--- src/rtl/uart_pkg.sv ---
// Shared UART definitions: default bit timing and the receiver state encoding.
package uart_pkg;
  localparam int CLK_HZ           = 50_000_000;
  localparam int BAUD             = 115200;
  localparam int CLKS_PER_BIT_DEF = CLK_HZ / BAUD;

  typedef enum logic [2:0] {
    IDLE      = 3'd0,
    START     = 3'd1,
    DATA      = 3'd2,
    STOP      = 3'd3,
    WAIT_IDLE = 3'd4
  } uart_rx_state_t;
endpackage

--- src/rtl/uart_rx_fifo.sv ---
// First-word-fall-through FIFO with a registered head output.
// The head register always mirrors mem[rdPtr] one cycle after any push or pop.
module uart_rx_fifo #(
  parameter int W     = 8,
  parameter int DEPTH = 4
) (
  input  logic         clk,
  input  logic         rst,
  input  logic         push,
  input  logic [W-1:0] din,
  input  logic         pop,
  output logic         full,
  output logic         empty,
  output logic [W-1:0] dout
);
  localparam int AW = $clog2(DEPTH);

  logic [AW:0]  wrPtr, rdPtr, rdNext;
  logic [W-1:0] mem [DEPTH];
  logic         doPush, doPop;

  assign empty  = (wrPtr == rdPtr);
  assign full   = (wrPtr[AW] != rdPtr[AW]) && (wrPtr[AW-1:0] == rdPtr[AW-1:0]);
  // A pop in the same cycle frees a slot, so a push into a full FIFO still lands.
  assign doPop  = pop & ~empty;
  assign doPush = push & (~full | doPop);
  assign rdNext = rdPtr + (AW+1)'(doPop);

  // Storage write; no reset needed, contents are only read behind valid pointers.
  always_ff @(posedge clk) begin
    if (doPush) mem[wrPtr[AW-1:0]] <= din;
  end

  // Pointer update.
  always_ff @(posedge clk or posedge rst) begin
    if (rst) begin
      wrPtr <= '0;
      rdPtr <= '0;
    end else begin
      if (doPush) wrPtr <= wrPtr + (AW+1)'(1);
      rdPtr <= rdNext;
    end
  end

  // Head register: bypass din when the incoming byte becomes the new head.
  always_ff @(posedge clk or posedge rst) begin
    if (rst) begin
      dout <= '0;
    end else if (doPush || doPop) begin
      if (doPush && (rdNext[AW-1:0] == wrPtr[AW-1:0])) dout <= din;
      else                                             dout <= mem[rdNext[AW-1:0]];
    end
  end
endmodule

--- src/rtl/uart_rx_v2.sv ---
// 8N1 UART receiver: synchronizer, mid-bit sampling FSM, error pulses and
// a small byte FIFO toward the consumer.
module uart_rx_v2
  import uart_pkg::*;
#(
  parameter int CLKS_PER_BIT = CLKS_PER_BIT_DEF,
  parameter int FIFO_DEPTH   = 4
) (
  input  logic       clk,
  input  logic       rst,
  input  logic       rx_p,
  output logic [7:0] dout,
  output logic       rx_valid,
  input  logic       rd_en,
  output logic       rx_busy,
  output logic       frame_err,
  output logic       overrun
);
  localparam int           CW       = $clog2(CLKS_PER_BIT);
  localparam logic [CW-1:0] CNT_LAST = CW'(CLKS_PER_BIT - 1);
  localparam logic [CW-1:0] CNT_HALF = CW'(CLKS_PER_BIT / 2 - 1);

  uart_rx_state_t state;
  logic          rxMeta, rxS;
  logic [CW-1:0] cnt;
  logic [2:0]    bitIdx;
  logic [7:0]    shreg;
  logic          cntDone, stopSample, pushReq;
  logic          fifoFull, fifoEmpty;

  assign cntDone    = (cnt == CNT_LAST);
  assign stopSample = (state == STOP) && cntDone;
  assign pushReq    = stopSample && rxS;

  // Two-flop synchronizer; resets to the idle line level.
  always_ff @(posedge clk or posedge rst) begin
    if (rst) begin
      rxMeta <= 1'b1;
      rxS    <= 1'b1;
    end else begin
      rxMeta <= rx_p;
      rxS    <= rxMeta;
    end
  end

  // Frame FSM: find start edge, confirm at half bit, then sample every bit period.
  always_ff @(posedge clk or posedge rst) begin
    if (rst) begin
      state  <= IDLE;
      cnt    <= '0;
      bitIdx <= '0;
      shreg  <= '0;
    end else begin
      case (state)
        IDLE: begin
          cnt <= '0;
          if (!rxS) state <= START;
        end
        START: begin
          if (cnt == CNT_HALF) begin
            cnt    <= '0;
            bitIdx <= '0;
            state  <= rxS ? IDLE : DATA;
          end else begin
            cnt <= cnt + CW'(1);
          end
        end
        DATA: begin
          if (cntDone) begin
            cnt    <= '0;
            shreg  <= {rxS, shreg[7:1]};
            bitIdx <= bitIdx + 3'd1;
            if (bitIdx == 3'd7) state <= STOP;
          end else begin
            cnt <= cnt + CW'(1);
          end
        end
        STOP: begin
          if (cntDone) begin
            cnt   <= '0;
            state <= rxS ? IDLE : WAIT_IDLE;
          end else begin
            cnt <= cnt + CW'(1);
          end
        end
        WAIT_IDLE: begin
          // Line may be held low (break); wait for it to return high.
          if (rxS) state <= IDLE;
        end
        default: state <= IDLE;
      endcase
    end
  end

  // Single-cycle status pulses from the stop-bit outcome.
  always_ff @(posedge clk or posedge rst) begin
    if (rst) begin
      frame_err <= 1'b0;
      overrun   <= 1'b0;
    end else begin
      frame_err <= stopSample && !rxS;
      overrun   <= pushReq && fifoFull && !rd_en;
    end
  end

  assign rx_valid = !fifoEmpty;
  assign rx_busy  = (state != IDLE);

  uart_rx_fifo #(.W(8), .DEPTH(FIFO_DEPTH)) uFifo (
    .clk   (clk),
    .rst   (rst),
    .push  (pushReq),
    .din   (shreg),
    .pop   (rd_en),
    .full  (fifoFull),
    .empty (fifoEmpty),
    .dout  (dout)
  );
endmodule

--- config.mk ---
export PLATFORM = sky130hd
export DESIGN_NAME = uart_rx_v2
export DESIGN_NICKNAME = d
export VERILOG_FILES = /design/src/rtl/uart_pkg.sv /design/src/rtl/uart_rx_fifo.sv /design/src/rtl/uart_rx_v2.sv
export SDC_FILE = /design/constraint.sdc
export NUM_CORES = 1
export LEC_CHECK = 0
export ABC_AREA = 1
export CORE_MARGIN = 1.5
export CORE_UTILIZATION = 50
export DETAILED_ROUTE_END_ITERATION = 10
export GPL_TIMING_DRIVEN = 0
export PLACE_DENSITY = 0.71
export SLEW_MARGIN = 20
export SYNTH_ARGS = -nofsm -noshare
export SYNTH_HDL_FRONTEND = slang
export SYNTH_SLANG_ARGS = --single-unit
--- constraint.sdc ---
create_clock -name clk -period 7 [get_ports clk]
set_clock_uncertainty 0.05 [all_clocks]
set_input_delay 1.4 -clock clk [delete_from_list [all_inputs] [get_ports clk]]
set_output_delay 1.4 -clock clk [all_outputs]
set_load 0.1 [all_outputs]
After elaboration in Yosys (flattened, before gate mapping):

Memories as Yosys holds them, arrays and structs flattened. A register that Yosys moved wholly into a read port is not among the register bits.
Cells that the tools add are included.

* flip-flop bits (word level): 33
* memory bits (writable): 32
* bits of input ports: 4
* output and inout bits: 12
* logic and storage cells: 71
* memories: 1

Memory list
* uFifo.mem: words 4, bits a word 8, rd ports 1, clocked after memory_dff 1, write ports 1, RTL line uart_rx_fifo.sv:19 `logic [W-1:0] mem [DEPTH];`

* add/sub/neg operators: 4
* equality and inequality tests: 16
* muxes and demuxes: 17
* bitwise gates (word level): 5
* reduce and logical (&&, ||, !) cells: 18

Operator list (number)
* $mux W3: 9
* $pmux W9 S3: 1
* $mux W9: 2
* $pmux W3 S5: 1
* $ne A2 B2 Y1 const B: 6
* $add A9 B1 Y9 const B: 1
* $eq A9 B8 Y1 const B: 1
* $eq A9 B9 Y1 const B: 1
* $add A3 B1 Y3 const B: 2
* $eq A3 B2 Y1 const B: 2
* $eq A3 B3 Y1 const B: 2
* $logic_and A1 B1 Y1: 6
* $pmux W3 S2: 1
* $reduce_and A6 Y1: 1
* $reduce_bool A3 Y1: 2
* $add A3 B1 Y3: 1
* $eq A3 B1 Y1 const B: 1
* $eq A3 B3 Y1: 1
* $logic_not A1 Y1: 3
* $logic_not A3 Y1: 1
* $reduce_and A3 Y1: 1
* $and A1 B1 Y1: 2
* $eq A2 B2 Y1: 1
* $mux W1: 2
* 8 further kinds: 9

Logic depth before layout (Yosys ltp):

Gate-level depths: netlist of the first run.

* depth after elaboration: 7
* mapped depth: 16
* gate-level depth less buffers: 15

Cells and area by module:

From an unflattened synthesis of the first run, not the netlist that was laid out.

* cells, all modules: 366
* area, all modules: 3582.2 um^2

Modules (own cells, without submodules)
* uart_rx_fifo: times used 1, cells each 189, area an instance 2099.5 um^2, sequential area each 1311.3 um^2
* uart_rx_v2: times used 1, cells each 177, area an instance 1482.7 um^2, sequential area each 678.2 um^2

Worst setup path before layout of the first run:

No wires, ideal clock.

* kind: register to register
* start: register uFifo.wrPtr[0]
* end: register uFifo.dout[0] (read register of uFifo.mem)
* library setup time: 0.127 ns
* data arrival time: 2.929 ns
* required time: 6.823 ns
* path slack: 3.894 ns
* stages on the path, launching flop included: 16
* path buffers: 1
* period minus slack after synthesis: 3.106 ns
* cell sequence: dfrtp_1 > inv_2 > nand2_1 > nand2_1 > nor2_2 > nand2_1 > nand2_1 > inv_1 > ha_1 > ha_1 > buf_2 > xor2_1 > nor2_4 > nand3_1 > nand3_1 > nand3_1

* elaborated cells between the ends (all ways): 10
* classes of those cells: add/sub (1); eq/ne (2); bitwise (5); reduce/logical (2)

RTL lines
* start: declaration: RTL line uart_rx_fifo.sv:18 `logic [AW:0] wrPtr, rdPtr, rdNext;`
* start signal: assignment: RTL line uart_rx_fifo.sv:40 `if (doPush) wrPtr <= wrPtr + (AW+1)'(1);`
* $eq A3 B3 Y1: RTL line uart_rx_fifo.sv:22 `assign empty = (wrPtr == rdPtr);`
* $not A1 Y1: RTL line uart_rx_fifo.sv:25 `assign doPop = pop & ~empty;`
* $and A1 B1 Y1: RTL line uart_rx_fifo.sv:25
* $add A3 B1 Y3: RTL line uart_rx_fifo.sv:27 `assign rdNext = rdPtr + (AW+1)'(doPop);`
* net uFifo.rdNext[1]: RTL line uart_rx_fifo.sv:18
* end: declaration: RTL line uart_rx_fifo.sv:14 `output logic [W-1:0] dout`

The timed path passes the listed nets, and every way through them passes these cells.
A chain may end at the register's enable or synchronous reset.

Worst setup path after layout of the first run:

* start: register uFifo.wrPtr[0]
* end: output port rx_valid

* word-level cells in the longest chain between the ends: 2

RTL lines
* $eq A3 B3 Y1: RTL line uart_rx_fifo.sv:22
* $logic_not A1 Y1: RTL line uart_rx_v2.sv:106 `assign rx_valid = !fifoEmpty;`
* end: declaration: RTL line uart_rx_v2.sv:13 `output logic rx_valid,`

No other way between the ends.

==> key figures, run 1 <==
Route
  – Via density: between 5 and 6
  – Initial DRT Pass Iterations: 4
  – DRC errors left: 0
  – Via count: 2,461
  – Initial drt markers: 186
  – Post-route ant nets: 0
  – Routed length per placed instance: ~15 um
  – WL final: between 6000 and 7000 um

Global route
  – Pin count of the biggest net entering global routing: 27
  – First-pass GRT wire length: ~11,000 um
  – Vias in the first global route: roughly 2,400
  – Total track usage: 0.202
  – Grt total ovfl: 0
  – Initial antenna violation count: 0

Clock tree
  – CTS resizes: 0
  – Worst-path clk slew: roughly 0.08 ns
  – Clock sinks: 73
  – Post-CTS Setup Repair Bufs: 0
  – # hold bufs at CTS: 0
  – CTS tree: done
  – CTS Buf Count: 9
  – CTS Root Cell: clkbuf_8
  – Clock buffer depth: 2
  – Worst skew pair latency: approximately 0.34 ns
  – H-tree Lvls: 3

Timing
  – Fin crit share: 0.532
  – Slew @ Worst Pin: just under 1 ns
  – Max Slew Vio Count: 0
  – Setup TNS: 0 ns
  – Endpoints failing hold: 0
  – Tmin final: about 3.7 ns
  – Final setup vio count: 0
  – RSZ-0062 raised after global routing: false
  – WHS: around 0.31 ns
  – Highest Clock Rate: 0.269 GHz
  – Relative slew slack: 0.343

Synthesis
  – Top FF cell, synth: dfrtp_1
  – Count of different cell masters after synthesis: 31
  – Syn Std Cell Area: 3440 um^2
  – Number of enable flip-flop cells after synthesis: 32
  – Synth Net Count: approximately 360
  – Asr flop ratio synth: 0.562
  – #FFs+latches synth: 73
  – Most common cell in the netlist: nand2_1
  – Yosys top cell area share: 0.283
  – Syn avg cell area: 9.87 um^2
  – Post-synthesis sequential area ratio: 0.578
  – Synth area leader: dfrtp_1
  – Synth warn: 0
  – Largest cells by area after synthesis: dfrtp_1 28%, edfxtp_1 28%, nand2_1 8.2%
  – Synthesized instance count: around 350
  – Commonest cells in the netlist: 75 x nand2_1, 39 x dfrtp_1, 33 x inv_1, 32 x edfxtp_1, 27 x nor2_1

Hold path
  – Hold depth: 0
  – Worst min path class: reg2reg

Power
  – Sequential share of power: 0.370
  – Net Sw Frac: 0.426
  – Clock power frac: 0.219
  – Maximum VDD drop: 145 uV
  – Psw: between 0.5 and 0.6 mW
  – Combinational share of power: 0.412
  – Pwr Density: around 340 nW/um^2
  – LEAKAGE: ~1.8 nW
  – Internal power: about 0.76 mW

Floorplan
  – Starting Density: 0.513
  – Core area: ~6700 um^2
  – Die area: 7400 um^2
  – Die X-Extent: 86 um
  – Chip Height: approximately 86 um
  – # rows: 30
  – Num ports: 16

Critical path
  – CP Class: reg2out
  – CP startpoint kind: register
  – Largest fanout on the critical path: 5
  – Worst EP required: about 5.6 ns
  – Critical Path Sink Type: output port
  – Worst EP arrival: roughly 2.3 ns
  – Worst r2r path cells: 14

Placement
  – Routability-driven placement congestion ratio: 0.878
  – Input/output buffers: 15
  – Hpwl dp: around 4800 um

Final layout
  – Fraction of layout cells with a size suffix above 1: 0.142
  – Fill cells: ~570
  – FF+latch area: between 1500 and 2000 um^2
  – Ant diodes: 0
  – Multi-input logic area: ~1200 um^2
  – Area growth syn-to-layout: 12.8%
  – Total Nets Final: approximately 390

Status
  – Status: finished clean

Flow run
  – Max cap viols: 0
-- per-stage QoR --
step	area (um^2)	utilization	cells	power, mW	setup slack, ns
after floorplan	3440	-	349	0.894	3.89
after global placement	3690	0.550	444	1.02	3.36
after detailed placement	3710	0.553	445	1.04	3.29
after CTS	3890	0.578	461	1.33	3.26
after global routing	3890	0.578	461	1.39	3.17
final	3890	0.578	461	1.32	3.28
-- state kept, by name, summed over array words and instances (netlist names) --
| signal | flops |
|---|---|
| rxMeta | 1 |
| cnt | 9 |
| uFifo.rdPtr | 3 |
| uFifo.wrPtr | 3 |
| uFifo.mem | 32 |
| overrun | 1 |
| shreg | 8 |
| uFifo.dout | 8 |
| state | 3 |
| frame_err | 1 |
| rxS | 1 |
| bitIdx | 3 |
-- kinds of logic after synthesis --
| kind of cell | count (synthesis) | synth area share |
|---|---|---|
| adder cells (fa/ha/maj) | 11 | 0.0400 |
| flip-flops | 73 | 0.578 |
| buffers and inverters | 49 | 0.0596 |
| XOR/XNOR | 6 | 0.0153 |
| AND/OR/NAND/NOR | 157 | 0.220 |
| AO/OA/AOI/OAI | 53 | 0.0872 |
-- path summary, 6_finish.rpt --
path / slack (ns) / from / endpoint
worst max-delay path: 3.28 / uFifo.wrPtr[0] / rx_valid
worst min-delay path: 0.31 / rxMeta / rxS
worst max register to register: 4.27 / uFifo.wrPtr[0] / uFifo.dout[0]
worst min register to register: 0.31 / rxMeta / rxS
max in group asynchronous: 5.14 / rst / uFifo.dout[4]
min in group asynchronous: 1.30 / rst / uFifo.rdPtr[1]
-- layout make-up --
cell class	count	share of cell area
Buffer	7	0.0116
Clock buffer	9	0.0319
Multi-Input combinational cell	227	0.322
Tap cell	80	0.0258
Sequential cell	73	0.512
Clock inverter	7	0.0122
Inverter	42	0.0412
Timing Repair Buffer	16	0.0438
-- per-layer routing --
metal,track usage,part of all wire
met1,0.255,0.46
met2,0.347,0.49
met3,0.0327,0.037
met4,0.0836,0.019
met5,0,0
-- worst max-delay path, cell delays in order, from the launching register on --
cell,delay (ns)
dfrtp_1,0.45
inv_2,0.12
nand2_1,0.06
nand2_1,0.07
nor2_2,0.05
nand2_1,0.07
clkdlybuf4s50_1,1.13
-- power by group through the flow --
stage / registers [mW] / clock network, mW / logic [mW]
2_1_floorplan: 0.608 / 0 / 0.286
3_3_place_gp: 0.496 / 0 / 0.526
3_5_place_dp: 0.497 / 0 / 0.542
4_1_cts: 0.488 / 0.292 / 0.545
5_1_grt: 0.490 / 0.313 / 0.587
6_report: 0.488 / 0.289 / 0.543
-- cell usage in the layout, fill, tap and decap left out, types with 3 or more instances in the layout --
master and n:
dfrtp_1 39, nand2_4 3, o21ai_1 12, nand4_1 9
nand2_1 75, nand2_2 5, ha_1 11, nor2_4 5
nor2_1 27, clkinv_2 3, clkdlybuf4s50_1 15, inv_2 9
nand3_1 20, clkbuf_8 9, edfxtp_1 32, a21oi_1 5
xor2_1 6, nor3_1 6, nor2_2 4, o22a_1 6
buf_2 3, inv_1 32, o21ai_0 24, o22ai_1 3
Note: power is estimated with default switching activity, not from simulation.
==> inputs of run 2 (changes only) <==
- PLACE_DENSITY: 0.71 -> 0.74
- clock period: 7 -> 3 ns (I/O delays scaled with it)
==> key figures, run 2 (synthesized netlist as in run 1, its figures left out) <==
Critical path
  – RR Endpoint: uFifo.dout[0]
  – Worst EP arrival: 3.01 ns (+0.74 ns)
  – CP Class: reg2reg
  – Critical Path Sink Type: register
  – CP startpoint kind: register
  – Worst r2r path cells: 15 (+1)
  – Worst EP required: 3.19 ns (-2.36 ns)
  – Largest fanout on the critical path: 10 (+5)
  – RR Startpoint: uFifo.wrPtr[0]
  – Reg-to-reg slack, setup: 0.18 ns (-4.09 ns)

Timing
  – Max Slew Vio Count: 0 (unchanged)
  – Slew @ Worst Pin: 0.999 ns (+0.0163 ns)
  – Endpoints failing hold: 0 (unchanged)
  – Fin crit share: 0.939
  – WHS: 0.311 ns (+0.00139 ns)
  – Setup TNS: 0 ns (unchanged)
  – Tmin final: 2.82 ns
  – Relative slew slack: 0.332 (-0.0109)
  – RSZ-0062 raised after global routing: false
  – Highest Clock Rate: between 0.3 and 0.4 GHz
  – Final setup vio count: 0 (unchanged)

Clock tree
  – Clock buffer depth: 2 (unchanged)
  – CTS tree: done
  – H-tree Lvls: 3 (unchanged)
  – # hold bufs at CTS: 0 (unchanged)
  – Clock sinks: 73 (unchanged)
  – CTS Root Cell: clkbuf_8
  – Worst-path clk slew: 0.09 ns (about the same)
  – Post-CTS Setup Repair Bufs: 0 (unchanged)
  – CTS resizes: 0 (unchanged)
  – CTS Buf Count: 9 (unchanged)
  – Worst skew pair latency: 0.35 ns (about the same)

Floorplan
  – Chip Height: 86 um (unchanged)
  – Starting Density: 0.513 (unchanged)
  – Die X-Extent: 86 um (unchanged)
  – Die area: 7400 um^2 (unchanged)
  – Core area: 6720 um^2 (unchanged)
  – # rows: 30 (unchanged)
  – Num ports: 16 (unchanged)

Route
  – Routed length per placed instance: 15.0 um (+1.2%)
  – Post-route ant nets: 0 (unchanged)
  – Via count: 2,477 (+0.65%)
  – Initial DRT Pass Iterations: 5 (+1)
  – WL final: 6910 um (+1.2%)
  – Via density: 5.37 (+0.65%)
  – DRC errors left: 0 (unchanged)
  – Initial drt markers: 167 (-10%)

Power
  – Sequential share of power: 0.363 (-0.007)
  – Internal power: 1.79 mW (+140%)
  – Clock power frac: 0.232 (+0.013)
  – Psw: 1.35 mW (+140%)
  – LEAKAGE: 1.80 nW (+0.34%)
  – Net Sw Frac: 0.430 (+0.00418)
  – Combinational share of power: 0.405 (-0.007)
  – Maximum VDD drop: 520 uV (+260%)
  – Pwr Density: 802 nW/um^2 (+140%)

Global route
  – Vias in the first global route: 2,524 (+7.2%)
  – First-pass GRT wire length: 11,800 um (+5.3%)
  – Total track usage: 0.209 (+0.00662)
  – Pin count of the biggest net entering global routing: 26 (-3.7%)
  – Initial antenna violation count: 0 (unchanged)
  – Grt total ovfl: 0 (unchanged)

Final layout
  – Fraction of layout cells with a size suffix above 1: 0.144 (+0.00262)
  – Most frequent cells in the layout: 74 x nand2_1, 39 x dfrtp_1, 32 x inv_1, 32 x edfxtp_1, 27 x nor2_1
  – FF+latch area: 1990 um^2 (unchanged)
  – Area growth syn-to-layout: 13.4%
  – Total Nets Final: 391 (unchanged)
  – Ant diodes: 0 (unchanged)
  – Multi-input logic area: 1250 um^2 (+0.20%)
  – Max FFs per register: 32 (unchanged)
  – Leading cell type in the layout, fill and taps excluded: nand2_1
  – Fin cells: 461 (unchanged)
  – Fill cells: 547 (-3.7%)

Hold path
  – Hold Path Sink: rxS
  – Hold depth: 0 (unchanged)
  – Worst min path class: reg2reg
  – Hold path startpoint: rxMeta

Placement
  – Input/output buffers: 15 (unchanged)
  – Routability-driven placement congestion ratio: 0.865 (-1.5%)
  – Dpl cells: 445 (unchanged)
  – Hpwl dp: 4790 um (+0.49%)

Status
  – Status: finished clean

Flow run
  – Max cap viols: 0 (unchanged)
## run 2: cell types whose count changed in the layout (fill, tap and decap cells not counted)
cell	before	now
clkinv_2	3	0
inv_6	0	3
clkdlybuf4s50_1	15	13
dlymetal6s2s_1	0	2
clkinv_4	2	1
inv_8	0	1
nand2_1	75	74
nand2_2	5	6
## run 2: per-stage QoR
step	util	total power, mW	setup WS [ns]	cell area [um^2]
6_report	0.582	3.13	0.182	3910
5_1_grt	0.582	3.31	0.00702	3910
4_1_cts	0.581	3.15	0.0188	3900
3_5_place_dp	0.553	2.43	0.0727	3720
3_3_place_gp	0.550	2.40	0.125	3700
2_1_floorplan	-	2.09	0.208	3450
## run 2: per-layer routing
metal,part of all wire,track usage,up-vias
li1,-,-,1226
met1,0.44,0.267,1186
met2,0.50,0.349,53
met3,0.039,0.0356,12
met4,0.018,0.0938,0
met5,0,0,-
## run 2: power groups by stage
stage               clock network [mW]  logic (mW)  registers, mW
detailed placement                   0        1.27           1.16
finish                           0.726        1.27           1.14
CTS                              0.736        1.28           1.14
global placement                     0        1.24           1.16
floorplan                            0       0.672           1.42
global route                     0.781        1.38           1.14
## run 2: cell type report
type / count / share of cell area
buffer: 7 / 0.0115
clock buffer: 9 / 0.0317
clock inverter: 7 / 0.0157
inverter: 42 / 0.0410
multi-input combinational: 227 / 0.321
sequential: 73 / 0.509
tap: 80 / 0.0256
timing repair buffer: 16 / 0.0448
## run 2: worst max path at each step
stage | startpoint | endpoint | slack [ns] | cells after the start
after CTS | uFifo.wrPtr[0] | rx_valid | 0.02 | 6
after global placement | rd_en | uFifo.dout[6] | 0.12 | 11
after floorplan | uFifo.wrPtr[0] | uFifo.dout[0] | 0.21 | 15
final | uFifo.wrPtr[0] | uFifo.dout[0] | 0.18 | 15
after global routing | uFifo.wrPtr[0] | uFifo.dout[6] | 0.007 | 16
after detailed placement | rd_en | uFifo.dout[6] | 0.07 | 11
## run 2: worst max-delay path, cell delays in order (launching register included)
cell	delay (ns)
dfrtp_1	0.48
inv_2	0.10
nand2_1	0.08
nand2_1	0.07
nor2_2	0.15
nand2_2	0.07
nand2_1	0.13
inv_1	0.06
ha_1	0.18
ha_1	0.30
buf_2	0.20
xor2_1	0.18
nor2_4	0.26
nand3_1	0.20
nand3_1	0.13
nand3_1	0.07
